**config.mk**
```make
export PLATFORM = sky130hd
export DESIGN_NAME = serial_pad_poller
export DESIGN_NICKNAME = d
export VERILOG_FILES = /design/src/rtl/serial_pad_poller.sv
export SDC_FILE = /design/constraint.sdc
export NUM_CORES = 1
export LEC_CHECK = 0
export ABC_AREA = 1
export BUFFER_PORTS_ARGS = -buffer_cell sky130_fd_sc_hd__buf_2
export CORE_MARGIN = 8
export CORE_UTILIZATION = 52
export CTS_CLUSTER_SIZE = 12
export DETAILED_ROUTE_END_ITERATION = 12
export GPL_ROUTABILITY_DRIVEN = 0
export MAX_ROUTING_LAYER = met4
export PLACE_DENSITY = 0.7
export SLEW_MARGIN = 30
export SYNTH_ARGS = -nofsm -noshare
export SYNTH_HDL_FRONTEND = slang
export SYNTH_SLANG_ARGS = --single-unit
```
**constraint.sdc**
```tcl
create_clock -name clk -period 3.8 [get_ports clk]
set_input_delay 0 -clock clk [delete_from_list [all_inputs] [get_ports clk]]
set_output_delay 0 -clock clk [all_outputs]
set_load 0.05 [all_outputs]
```
**src/rtl/serial_pad_poller.sv**
```systemverilog
// serial_pad_poller: polls N_PADS SNES-style serial pads on a shared latch/clock and serves button + pressed-edge state over an AXI-Lite read slave.
// Build option PAD_DEBOUNCE_EN: a button bit only changes after two consecutive agreeing frames.
module serial_pad_poller #(
  parameter int N_PADS      = 2,
  parameter int PAD_BITS    = 16,
  parameter int KEEP_BITS   = 12,
  parameter int CLK_DIV     = 300,
  parameter int POLL_PERIOD = 333333,
  parameter int ADDR_W      = 6
) (
  input  logic              clk,
  input  logic              reset,
  input  logic [N_PADS-1:0] pad_data,
  output logic              pad_clk,
  output logic              pad_latch,
  input  logic [ADDR_W-1:0] s_axil_araddr,
  input  logic              s_axil_arvalid,
  output logic              s_axil_arready,
  output logic [31:0]       s_axil_rdata,
  output logic [1:0]        s_axil_rresp,
  output logic              s_axil_rvalid,
  input  logic              s_axil_rready
);
  localparam int TW = (POLL_PERIOD > 1) ? $clog2(POLL_PERIOD) : 1;
  localparam int CW = $clog2(2 * CLK_DIV);
  localparam int BW = (PAD_BITS > 1) ? $clog2(PAD_BITS) : 1;
  localparam logic [15:0] KEEP_MASK = 16'((32'd1 << KEEP_BITS) - 32'd1);

  typedef enum logic [2:0] {IDLE, LATCH, GAP, SHIFT, COMMIT} state_t;

  state_t              state, state_n;
  logic [CW-1:0]       cnt, cnt_n;
  logic [BW-1:0]       bit_idx, bit_n;
  logic [TW-1:0]       timer;
  logic                clk_n, latch_n;
  logic [N_PADS-1:0]   data_meta, data_sync;
  logic [PAD_BITS-1:0] shift_q [N_PADS];
  logic [15:0]         btn_q [N_PADS];
  logic [15:0]         pressed_q [N_PADS];
  logic [15:0]         new_bits [N_PADS];
  logic [15:0]         btn_nx [N_PADS];
  logic [15:0]         pressed_nx [N_PADS];
  logic [15:0]         frame_cnt;
  logic                busy, ar_hs, rd_err;
  logic [31:0]         rd_dat, widx;
`ifdef PAD_DEBOUNCE_EN
  logic [15:0]         prev_q [N_PADS];
`endif

  assign busy  = (state != IDLE);
  assign widx  = 32'(s_axil_araddr[ADDR_W-1:2]);
  assign ar_hs = s_axil_arvalid & ~s_axil_rvalid;
  assign s_axil_arready = ~s_axil_rvalid;

  always_comb begin
    state_n = state;
    cnt_n   = cnt + CW'(1);
    bit_n   = bit_idx;
    case (state)
      IDLE: begin
        cnt_n = '0;
        if (timer == '0) state_n = LATCH;
      end
      LATCH: begin
        if (cnt == CW'(2 * CLK_DIV - 1)) begin
          state_n = GAP;
          cnt_n   = '0;
        end
      end
      GAP: begin
        if (cnt == CW'(CLK_DIV - 1)) begin
          state_n = SHIFT;
          cnt_n   = '0;
          bit_n   = '0;
        end
      end
      SHIFT: begin
        if (cnt == CW'(2 * CLK_DIV - 1)) begin
          cnt_n = '0;
          if (bit_idx == BW'(PAD_BITS - 1)) state_n = COMMIT;
          else bit_n = bit_idx + BW'(1);
        end
      end
      COMMIT: begin
        state_n = IDLE;
        cnt_n   = '0;
      end
      default: begin
        state_n = IDLE;
        cnt_n   = '0;
      end
    endcase
    // Pins are registered from the next state so they align exactly with the state they belong to.
    latch_n = (state_n == LATCH);
    clk_n   = !((state_n == SHIFT) && (cnt_n < CW'(CLK_DIV)));
  end

  always_ff @(posedge clk) begin
    if (reset) begin
      state     <= IDLE;
      cnt       <= '0;
      bit_idx   <= '0;
      timer     <= '0;
      pad_clk   <= 1'b1;
      pad_latch <= 1'b0;
      data_meta <= '1;
      data_sync <= '1;
    end else begin
      state     <= state_n;
      cnt       <= cnt_n;
      bit_idx   <= bit_n;
      timer     <= (timer == TW'(POLL_PERIOD - 1)) ? '0 : timer + TW'(1);
      pad_clk   <= clk_n;
      pad_latch <= latch_n;
      data_meta <= pad_data;
      data_sync <= data_meta;
    end
  end

  always_comb begin
    for (int p = 0; p < N_PADS; p++) begin
      new_bits[p] = 16'(shift_q[p]) & KEEP_MASK;
`ifdef PAD_DEBOUNCE_EN
      btn_nx[p] = (btn_q[p] & (new_bits[p] ^ prev_q[p])) | (new_bits[p] & ~(new_bits[p] ^ prev_q[p]));
`else
      btn_nx[p] = new_bits[p];
`endif
      // Read-clear wins over the old edges, never over the edges committed this cycle.
      pressed_nx[p] = ((ar_hs && (widx == 32'(p))) ? 16'h0000 : pressed_q[p]) |
                      ((state == COMMIT) ? (btn_nx[p] & ~btn_q[p]) : 16'h0000);
    end
  end

  always_ff @(posedge clk) begin
    if (reset) begin
      for (int p = 0; p < N_PADS; p++) begin
        shift_q[p]   <= '0;
        btn_q[p]     <= '0;
        pressed_q[p] <= '0;
`ifdef PAD_DEBOUNCE_EN
        prev_q[p]    <= '0;
`endif
      end
      frame_cnt <= '0;
    end else begin
      for (int p = 0; p < N_PADS; p++) begin
        if ((state == SHIFT) && (cnt == '0)) shift_q[p][bit_idx] <= ~data_sync[p];
        pressed_q[p] <= pressed_nx[p];
        if (state == COMMIT) begin
          btn_q[p]  <= btn_nx[p];
`ifdef PAD_DEBOUNCE_EN
          prev_q[p] <= new_bits[p];
`endif
        end
      end
      if (state == COMMIT) frame_cnt <= frame_cnt + 16'd1;
    end
  end

  always_comb begin
    rd_dat = '0;
    rd_err = 1'b1;
    for (int p = 0; p < N_PADS; p++) begin
      if (widx == 32'(p)) begin
        rd_dat = {pressed_q[p], btn_q[p]};
        rd_err = 1'b0;
      end
    end
    if (widx == 32'(N_PADS)) begin
      rd_dat = {15'b0, busy, frame_cnt};
      rd_err = 1'b0;
    end
  end

  always_ff @(posedge clk) begin
    if (reset) begin
      s_axil_rvalid <= 1'b0;
      s_axil_rdata  <= '0;
      s_axil_rresp  <= '0;
    end else if (ar_hs) begin
      s_axil_rvalid <= 1'b1;
      s_axil_rdata  <= rd_dat;
      s_axil_rresp  <= rd_err ? 2'b10 : 2'b00;
    end else if (s_axil_rready) begin
      s_axil_rvalid <= 1'b0;
    end
  end
endmodule
```
==> impl_metrics.toml, run 1 <==
[run_status]
status = "completed"

[setup_path]
crit_path_start = "s_axil_araddr[4]"
rr_worst_depth = 8
crit_type = "input port to flop"
crit_end = "pressed_q[0][17]"
arrival_ps = 3000
r2r_start = "cnt[0]"
crit_path_start_kind = "input port"
worstPathMaxFanout = 12
r2r-end = "shift_q[0][11]"
ff2ff_setup_slack_ps = 1600
end_kind = "flop"
critPathRequiredTime_ps = 4070

[synthesis]
synth_top_area_cell = "dfxtp_1"
synth_cell_types = 40
synthAdderAreaFrac_pct = 1.58
yosys-top-cells-count = "210 x nand2_1, 121 x nor2_1, 112 x dfxtp_1, 111 x inv_1, 63 x nand3_1"
yosysMostFrequentCell = "nand2_1"
syn_inst = 904
yosys-mux-area-fraction_pct = 0
synth_area_leaders = "dfxtp_1 31%, edfxtp_1 20%, nand2_1 11%"
synth_compound_area_share_pct = 9.52
synth_edf_count = 48
syn-cell-area_um2 = 7120
synth.avg_cell_area_um2 = 7.88
async_flop_share_pct = 0
synth_top_family_by_area = "simple AND/OR/NAND/NOR gates"
synth-seq-cells = 160
synth-xor-area-share_pct = 1.97
synth_flop_cell = "dfxtp_1"
yosys_warnings = 0
synth_simple_gate_area_share_pct = 26.4
yosys.area.top_type_share_pct = 31.5
yosysSeqAreaShare_pct = 51.7

[power_and_ir_drop]
powerDensity_nw_per_um2 = 492
max-vdd-ir-drop_v = 0.000365
p_seq_share_pct = 45.5
p_comb_share_pct = 6.0
intPower_uw = 3140
clkPwrFrac_pct = 48.5
switching_share_pct = 21.5
leakage_uw = 0.00332
p_switching_uw = 862

[routing]
drc = 0
drt_iter0_markers = 406
first_pass_iters = 5
ant_nets = 0
wire_per_inst_um = 13.6
num_vias = 5695
viasPerCell = 5.04
drt_wl_total_um = 15400

[timing]
rsz0062_at_grt = "no"
min_period_over_period_pct = 71.9
layout_setup_ws_ps = 1070
fmax_ghz = 0.366
tightest_slew_ps = 913
skew_ps = 5.18
report.final.slew_viol_count = 0
setup_viol = 0
final.setup.tns_ps = 0
post-route-min-period_ps = 2730
slew_headroom_pct = 38.9
final-hold-violation-count = 0

[run]
maxCapViolCount = 0

[grt]
grt_max_degree = 56
use_met2_pct = 29.8
grt_usage_pct = 18.2
met1_usage_pct = 21.3
grt_pass1_wl_um = 25600
grt_pass1_vias = 5366
grtUsageMet3_pct = 4.73
overflow = 0
antenna_found_initial = 0
busiest_layer = "met2"

[clock_tree]
clkSinkCount = 160
postCtsHoldBufs = 5
cts_setup_buffers = 0
post_cts_resize_count = 0
cts_max_level = 4
clk_latency_ps = 420
clockBufferDepth = 2
cts_made_buffers = 17
cts.reportedPaths.clkPinSlew_ps = 60
root_buffer = "clkbuf_16"
cts_tree = "built"

[final_layout]
regArea_um2 = 3680
final_nets = 963
drive_above_1_share_pct = 10.4
fillers = 1199
multiInputGateArea_um2 = 2830
diodes = 0
area_growth_pct = 14.4

[floorplan]
ios = 50
placementRows = 42
core_region_area_um2 = 13300
initial_core_util_pct = 53.6
die_area_um2 = 17700
fp.dieH_um = 133
die_x_um = 133

[placed_design]
io_buffers = 42
pre_cts_slack_ps = 1560
place_hpwl_um = 10600

[min_path]
hold_path.class = "input port to flop"
min_path_cells = 5
-- metal layers --
| metal | routed length (µm) | vias to the layer above |
|---|---|---|
| met2 | 7320 | 127 |
| met3 | 796 | 17 |
| met1 | 7040 | 2563 |
| met4 | 191 | 0 |
| li1 | - | 2988 |
| met5 | 0 | - |
-- per-stage QoR --
| step | power, µW | util, % | std cells | hold slack [ps] | instance area, µm² |
|---|---|---|---|---|---|
| final | 4010 | 61.3 | 1131 | 57.6 | 8150 |
| after global routing | 4140 | 61.3 | 1131 | 88.5 | 8150 |
| after CTS | 4030 | 61.3 | 1131 | 45.6 | 8150 |
| after detailed placement | 2100 | 55.8 | 1094 | 187 | 7420 |
| after global placement | 2090 | 55.8 | 1094 | 184 | 7420 |
| after floorplan | 2040 | - | 908 | 104 | 7140 |
-- how the worst min path moves through the flow --
| stage | startpoint | endpoint | slack [ps] |
|---|---|---|---|
| after floorplan | pad_data[0] | data_meta[0] | 100 |
| after global placement | pad_data[1] | data_meta[1] | 180 |
| after detailed placement | pad_data[0] | data_meta[0] | 190 |
| after CTS | s_axil_arvalid | s_axil_rdata[27] | 50 |
| after global routing | s_axil_arvalid | s_axil_rdata[26] | 90 |
| final | s_axil_arvalid | s_axil_rdata[27] | 60 |
-- power by group through the flow --
stage	clock network (µW)	logic (µW)	registers, µW
floorplan	0	131	1910
global placement	0	236	1860
detailed placement	0	237	1860
CTS	1970	242	1820
global route	2040	263	1830
finish	1940	241	1820
-- placed cells by master (no fill, tap or decap), types with 8 or more instances in the layout --
cell / synthesis / final
a21oi_1: 58 / 58
nand2_1: 210 / 209
nand3_1: 63 / 63
xor2_1: 14 / 14
dfxtp_1: 112 / 112
nor3_1: 16 / 16
or2_2: 8 / 8
nor2_1: 121 / 120
o21ai_0: 29 / 29
ha_1: 9 / 9
nand4_1: 11 / 11
edfxtp_1: 48 / 48
buf_2: 13 / 42
inv_1: 111 / 111
clkbuf_16: 0 / 17
a31oi_1: 10 / 10
o211ai_1: 8 / 8
-- final cells by class --
class	count	share of cell area (%)
multi-input combinational	595	34.8
clock buffer	19	5.31
sequential	160	45.2
inverter	115	5.30
clock inverter	13	2.95
tap	176	2.70
timing repair buffer	53	3.75
-- sequential cells by signal, indices dropped and copies added, names as in the netlist --
register       count
timer             19
pad_latch          1
data_meta          2
bit_idx            4
shift_q           24
s_axil_rvalid      1
cnt               10
s_axil_rresp       1
s_axil_rdata      28
btn_q             24
state              3
pressed_q         24
frame_cnt         16
data_sync          2
pad_clk            1
-- cells by family after synthesis --
| group | Yosys count |
|---|---|
| xor+xnor | 16 |
| simple gates | 445 |
| flops | 160 |
| other cells | 1 |
| buf+inv | 153 |
| compound gates | 120 |
| fa+ha+maj | 9 |
-- critical path: stages --
cell and delay (ps):
dlygate4sd3_1 530, buf_2 120, nor2_1 130, dlygate4sd3_1 580
nand2_1 70, nor2_1 700, nand2_1 580, nand2_1 200
a21oi_1 90
No activity file was read; power rests on OpenSTA's default activity.
==> run 2: changes to the inputs <==
--- a/config.mk
+++ b/config.mk
@@ -13,7 +13,7 @@
 export DETAILED_ROUTE_END_ITERATION = 12
 export GPL_ROUTABILITY_DRIVEN = 0
 export MAX_ROUTING_LAYER = met4
-export PLACE_DENSITY = 0.7
+export PLACE_DENSITY = 0.73
 export SLEW_MARGIN = 30
 export SYNTH_ARGS = -nofsm -noshare
 export SYNTH_HDL_FRONTEND = slang
==> constraint.sdc (replaced) <==
create_clock -name clk -period 2.45 [get_ports clk]
set_input_delay 0 -clock clk [delete_from_list [all_inputs] [get_ports clk]]
set_output_delay 0 -clock clk [all_outputs]
set_load 0.05 [all_outputs]
==> run 2 against run 1 <==
Clock-buffer cell count grew 5. Sequential cell count did not move. Final area fell by 0.45%. Via count is 3.2% higher. First-iteration DRC count rose by 22%. Power rose by 44%. Clock power grew 32%. Worst setup slack got worse by 790 ps. Clock skew shrank 0.94 ps. Highest routed layer unchanged. Register-to-register slack worse by 1100 ps. Die area did not move.
==> impl_metrics.toml, run 2 (synthesized netlist as in run 1, its figures left out) <==
[setup_path]
crit_type = "input port to flop"
critPathRequiredTime_ps = 2740
end_kind = "flop"
crit_path_start_kind = "input port"
arrival_ps = 2460
worstPathMaxFanout = 23
crit_path_cell_trace = "dlygate4sd3_1 -> buf_2 -> nor2_1 -> dlygate4sd3_1 -> nand2_1 -> nor2_1 -> buf_4 -> nand2_1 -> nand2_1 -> a21oi_1"
crit_path_max_incr_delay_ps = 580
cp_slowest_cell = "dlygate4sd3_1"
path_common_cell = "nand2_1"

[timing]
final.setup.tns_ps = 0
layout_setup_ws_ps = 277
report.final.slew_viol_count = 0
setup_viol = 0
skew_ps = 4.24
tightest_slew_ps = 807
min_period_over_period_pct = 88.7
rsz0062_at_grt = "no"
slew_headroom_pct = 46.0
fmax_ghz = 0.460
post-route-min-period_ps = 2170
final-hold-violation-count = 0

[floorplan]
placementRows = 42
initial_core_util_pct = 53.6
core_region_area_um2 = 13300
die_area_um2 = 17700
ios = 50
fp.dieH_um = 133
die_x_um = 133

[final_layout]
regArea_um2 = 3680
multiInputGateArea_um2 = 2830
largest_register = "s_axil_rdata"
drive_above_1_share_pct = 11.0
diodes = 0
fillers = 1174
final_cell_mix = "210 x nand2_1, 121 x nor2_1, 112 x dfxtp_1"
finalCoreUtilization_pct = 61.0
area_growth_pct = 13.9
final_nets = 971
final_common_cell = "nand2_1"
largest_reg_flops = 28

[grt]
grt_max_degree = 48
grt_usage_pct = 18.6
antenna_found_initial = 0
grt_pass1_vias = 5397
overflow = 0
grt_pass1_wl_um = 26100

[placed_design]
pre_cts_slack_ps = 573
io_buffers = 42
place_hpwl_um = 10900

[power_and_ir_drop]
switching_share_pct = 23.6
clkPwrFrac_pct = 44.5
p_comb_share_pct = 6.7
p_switching_uw = 1370
leakage_uw = 0.00331
powerDensity_nw_per_um2 = 713
p_seq_share_pct = 48.9
intPower_uw = 4420
max-vdd-ir-drop_v = 0.000496

[clock_tree]
cts.reportedPaths.clkPinSlew_ps = 60
post_cts_resize_count = 0
clockBufferDepth = 2
cts_setup_buffers = 0
clk_latency_ps = 430
cts_made_buffers = 17
cts_tree = "built"
root_buffer = "clkbuf_16"
clkSinkCount = 160
cts_max_level = 4

[routing]
drt_iter0_markers = 497
ant_nets = 0
viasPerCell = 5.16
drc = 0
num_vias = 5878
drt_wl_total_um = 15600
first_pass_iters = 5
wire_per_inst_um = 13.7

[run]
maxCapViolCount = 0

[run_status]
status = "completed"

[min_path]
hold_path.class = "input port to flop"
run 2: changes by cell type in the layout (fill, tap and decap cells not counted), moves of 3 or more:
cell / change
bufinv_16: -6
clkinvlp_4: +3
clkinv_1: -3
clkbuf_8: +3
buf_4: +7
run 2: final cells by class:
class,instances,share of cell area (%)
multi-input cells,595,34.9
repair buffers,61,4.53
clock buffers,24,6.20
flip-flops and latches,160,45.4
inverters,115,5.32
clock inverters,8,0.941
well taps,176,2.71
run 2: metal layers:
layer	track usage, %	up-vias	share of wire (%)	routed length [µm]
met5	-	-	0	0
met4	6.94	0	1.8	274
met3	4.92	21	6.2	968
met2	29.0	176	46	7210
met1	22.7	2672	46	7100
li1	-	3009	-	-
run 2: what timing repair did:
action	CTS	global route
setup endpoints to repair	0	0
endpoints found under the hold margin	8	0
hold buffers	6	0
run 2: worst max-delay path, delay by kind of cell:
family	cells	cell delay, ps
AOI/OAI and AO/OA	1	80
buffers and inverters	4	1520
and+or+nand+nor	5	850
run 2: path summary, 6_finish.rpt:
path	from	to	slack [ps]	depth (start not counted)
hold / removal	s_axil_araddr[5]	s_axil_rdata[6]	100	5
hold reg to reg	data_meta[0]	data_sync[0]	410	1
setup / recovery	s_axil_araddr[4]	pressed_q[0][16]	280	10
setup reg to reg	cnt[2]	shift_q[0][16]	540	6
run 2: metrics by stage:
step / hold WS (ps) / area (µm²) / total power (µW) / std cells
detailed placement: 189 / 7470 / 3260 / 1101
finish: 105 / 8110 / 5790 / 1139
floorplan: 104 / 7140 / 3160 / 908
CTS: 94.6 / 8110 / 5820 / 1139
global route: 137 / 8110 / 5970 / 1139
global placement: 186 / 7470 / 3260 / 1101
run 2: power groups by stage:
stage | Clock (µW) | Sequential, µW | Combinational (µW)
finish | 2570 | 2830 | 385
global route | 2710 | 2830 | 423
CTS | 2610 | 2830 | 386
detailed placement | 0 | 2880 | 376
global placement | 0 | 2880 | 373
floorplan | 0 | 2960 | 204
==> run 3: changes to the inputs <==
--- a/config.mk
+++ b/config.mk
@@ -5,7 +5,7 @@
 export SDC_FILE = /design/constraint.sdc
 export NUM_CORES = 1
 export LEC_CHECK = 0
-export ABC_AREA = 1
+export ABC_AREA = 0
 export BUFFER_PORTS_ARGS = -buffer_cell sky130_fd_sc_hd__buf_2
 export CORE_MARGIN = 8
 export CORE_UTILIZATION = 52
==> run 3 against run 2 <==
Clock-buffer cell count down 2. Clock power about the same. First-iteration DRC count shrank 12%. Final area down 2.5%. Routed wire length fell by 3.2%. Cell count shrank 18%. Global-route usage shrank 0.51 points. Combinational power decreased by 12%. Register-to-register slack worse by 330 ps. Power shrank 0.71%. Clock skew is 3.0 ps higher. Sequential cell count is the same.
==> impl_metrics.toml, run 3 <==
[synthesis]
syn-cell-area_um2 = 6940
synth_edf_count = 48
synth-seq-cells = 160
synth_simple_gate_area_share_pct = 20.5
async_flop_share_pct = 0
synth_compound_area_share_pct = 12.6
yosysSeqAreaShare_pct = 53.1
syn_inst = 700
yosys-top-cells-count = "112 x dfxtp_1, 111 x nor2_1, 48 x edfxtp_1, 40 x inv_1, 38 x nand2_1"
synth_cell_types = 56
synth_area_leaders = "dfxtp_1 32%, edfxtp_1 21%, nor2_1 6.0%"
synthAdderAreaFrac_pct = 1.62
synth_top_family_by_area = "simple AND/OR/NAND/NOR gates"
yosys-mux-area-fraction_pct = 1.01
synth_flop_cell = "dfxtp_1"
yosys_warnings = 0
synth.avg_cell_area_um2 = 9.91
synth_top_area_cell = "dfxtp_1"
yosys.area.top_type_share_pct = 32.3
synth-xor-area-share_pct = 4.80
yosysMostFrequentCell = "dfxtp_1"

[min_path]
min_path_cells = 4
holdPathEnd = "s_axil_rdata[3]"
worst_hold_startpoint = "s_axil_araddr[4]"
hold_path.class = "input port to flop"

[routing]
wl_met2_um = 7400
drt_iter0_markers = 439
wire_per_inst_um = 16.2
drt-met1-wl_um = 6560
viasPerCell = 5.65
first_pass_iters = 5
drc = 0
ant_nets = 0
routed.top_layer = "met4"
wl_met3_um = 800
num_vias = 5252
drt_wl_total_um = 15100

[power_and_ir_drop]
powerDensity_nw_per_um2 = 726
leakage_uw = 0.00306
max-vdd-ir-drop_v = 0.000533

[final_layout]
final_cell_mix = "112 x dfxtp_1, 111 x nor2_1, 48 x edfxtp_1"
largest_register = "s_axil_rdata"
largest_reg_flops = 28
final_nets = 762
diodes = 0
area_growth_pct = 14.1
finalCoreUtilization_pct = 60.2
finalNonFillerCells = 930
fillers = 1060
final_area_um2 = 7910
drive_above_1_share_pct = 14.2
final_common_cell = "dfxtp_1"

[timing]
skew_ps = 7.25
fmax_ghz = 0.446
slew_headroom_pct = 50.7
final.setup.tns_ps = 0
final-hold-violation-count = 0
min_period_over_period_pct = 91.5
layout_setup_ws_ps = 209
report.final.slew_viol_count = 0
rsz0062_at_grt = "no"
setup_viol = 0
tightest_slew_ps = 740
post-route-min-period_ps = 2240

[floorplan]
fp.dieH_um = 131
die_x_um = 131
ios = 50
placementRows = 42
core_region_area_um2 = 13100
die_area_um2 = 17300
initial_core_util_pct = 52.8

[setup_path]
crit_path_start = "cnt[2]"
r2r-end = "pad_clk"
worstPathMaxFanout = 12
end_kind = "flop"
critPathRequiredTime_ps = 2740
crit_type = "flop to flop"
crit_path_cell_trace = "nand3_1 -> o31ai_1 -> o311ai_0 -> a2111oi_0 -> o41ai_1"
cp_slowest_cell = "dfxtp_1"
rr_worst_depth = 5
crit_path_start_kind = "flop"
r2r_start = "cnt[2]"
arrival_ps = 2530
crit_path_max_incr_delay_ps = 600
ff2ff_setup_slack_ps = 210

[grt]
grt_usage_pct = 18.1
antenna_found_initial = 0
grt_max_degree = 70
grt_pass1_wl_um = 25200
grt_pass1_vias = 5162
overflow = 0

[clock_tree]
cts_made_buffers = 17
cts.reportedPaths.clkPinSlew_ps = 60
post_cts_resize_count = 0
clk_latency_ps = 420
clkSinkCount = 160
clockBufferDepth = 2
cts_max_level = 4
cts_tree = "built"
root_buffer = "clkbuf_16"

[placed_design]
place_inst = 891
place_hpwl_um = 10300
io_buffers = 42
placed_area_um2 = 7260
pre_cts_slack_ps = 251

[run]
maxCapViolCount = 0

[run_status]
status = "completed"
==> run 3: changes by cell type in the layout (fill, tap and decap cells not counted), sizes merged, moves of 13 or more <==
cell | previous run | this run
a32oi | 1 | 24
a21o | 0 | 13
nor2 | 126 | 111
o21ai | 30 | 10
a21oi | 58 | 14
nand2 | 212 | 38
a22oi | 0 | 15
xor2 | 14 | 28
and2 | 0 | 28
nand3 | 63 | 19
inv | 116 | 42
nor4 | 4 | 18
==> run 3: per-layer routing <==
layer / up-vias / track usage, %
li1: 2550 / -
met1: 2517 / 20.9
met2: 158 / 29.2
met3: 27 / 5.14
met4: 0 / 7.34
met5: - / -
==> run 3: what timing repair did <==
action,in CTS,in global routing
hold buffers,7,0
buffers inserted,0,0
hold endpoints to repair,8,0
==> run 3: through the flow <==
stage | hold slack (ps) | total power (µW)
after CTS | 40.0 | 5790
final | 48.6 | 5740
after detailed placement | 188 | 3200
after global routing | 62.9 | 5920
after floorplan | 100 | 3110
after global placement | 187 | 3190
==> run 3: layout make-up <==
| class | count | area, µm² | share of cell area [%] |
|---|---|---|---|
| inverter | 40 | 150 | 1.90 |
| sequential | 160 | 3680 | 46.6 |
| clock buffer | 22 | 474 | 5.99 |
| timing repair buffer | 67 | 428 | 5.41 |
| multi-input combinational | 455 | 2850 | 36.0 |
| clock inverter | 10 | 108 | 1.36 |
| tap | 176 | 220 | 2.78 |
==> run 3: critical path: cells and delay by family, from the launching register on <==
family / cells / cell delay (ps)
AOI/OAI and AO/OA: 4 / 1240
and+or+nand+nor: 1 / 280
DFF: 1 / 600
==> run 3: power breakdown <==
part | switching (µW) | internal, µW | leakage (µW) | total, µW
Sequential | 40.3 | 2780 | 0.00140 | 2820
Combinational | 243 | 94.9 | 0.00137 | 338
Clock | 1010 | 1570 | 0.000282 | 2590
Total | 1300 | 4450 | 0.00306 | 5740
==> run 3: worst max path at each step <==
| stage | to | slack, ps | cells past startpoint |
|---|---|---|---|
| 2_1_floorplan | btn_q[0][0] | 340 | 5 |
| 3_3_place_gp | shift_q[0][18] | 280 | 5 |
| 3_5_place_dp | pad_clk | 250 | 5 |
| 4_1_cts | shift_q[0][19] | 230 | 5 |
| 5_1_grt | pad_clk | 9 | 5 |
| 6_report | pad_clk | 210 | 5 |
==> run 3: cells by family (layout without fill, tap and decap cells) <==
family / count (synthesis) / in the layout
other: 1 / 5
xor gates and xnor gates: 38 / 38
buffers and inverters: 89 / 139
and+or+nand+nor: 282 / 282
adders and majority gates: 9 / 9
muxes: 7 / 7
DFF: 160 / 160
AOI/OAI and AO/OA: 114 / 114
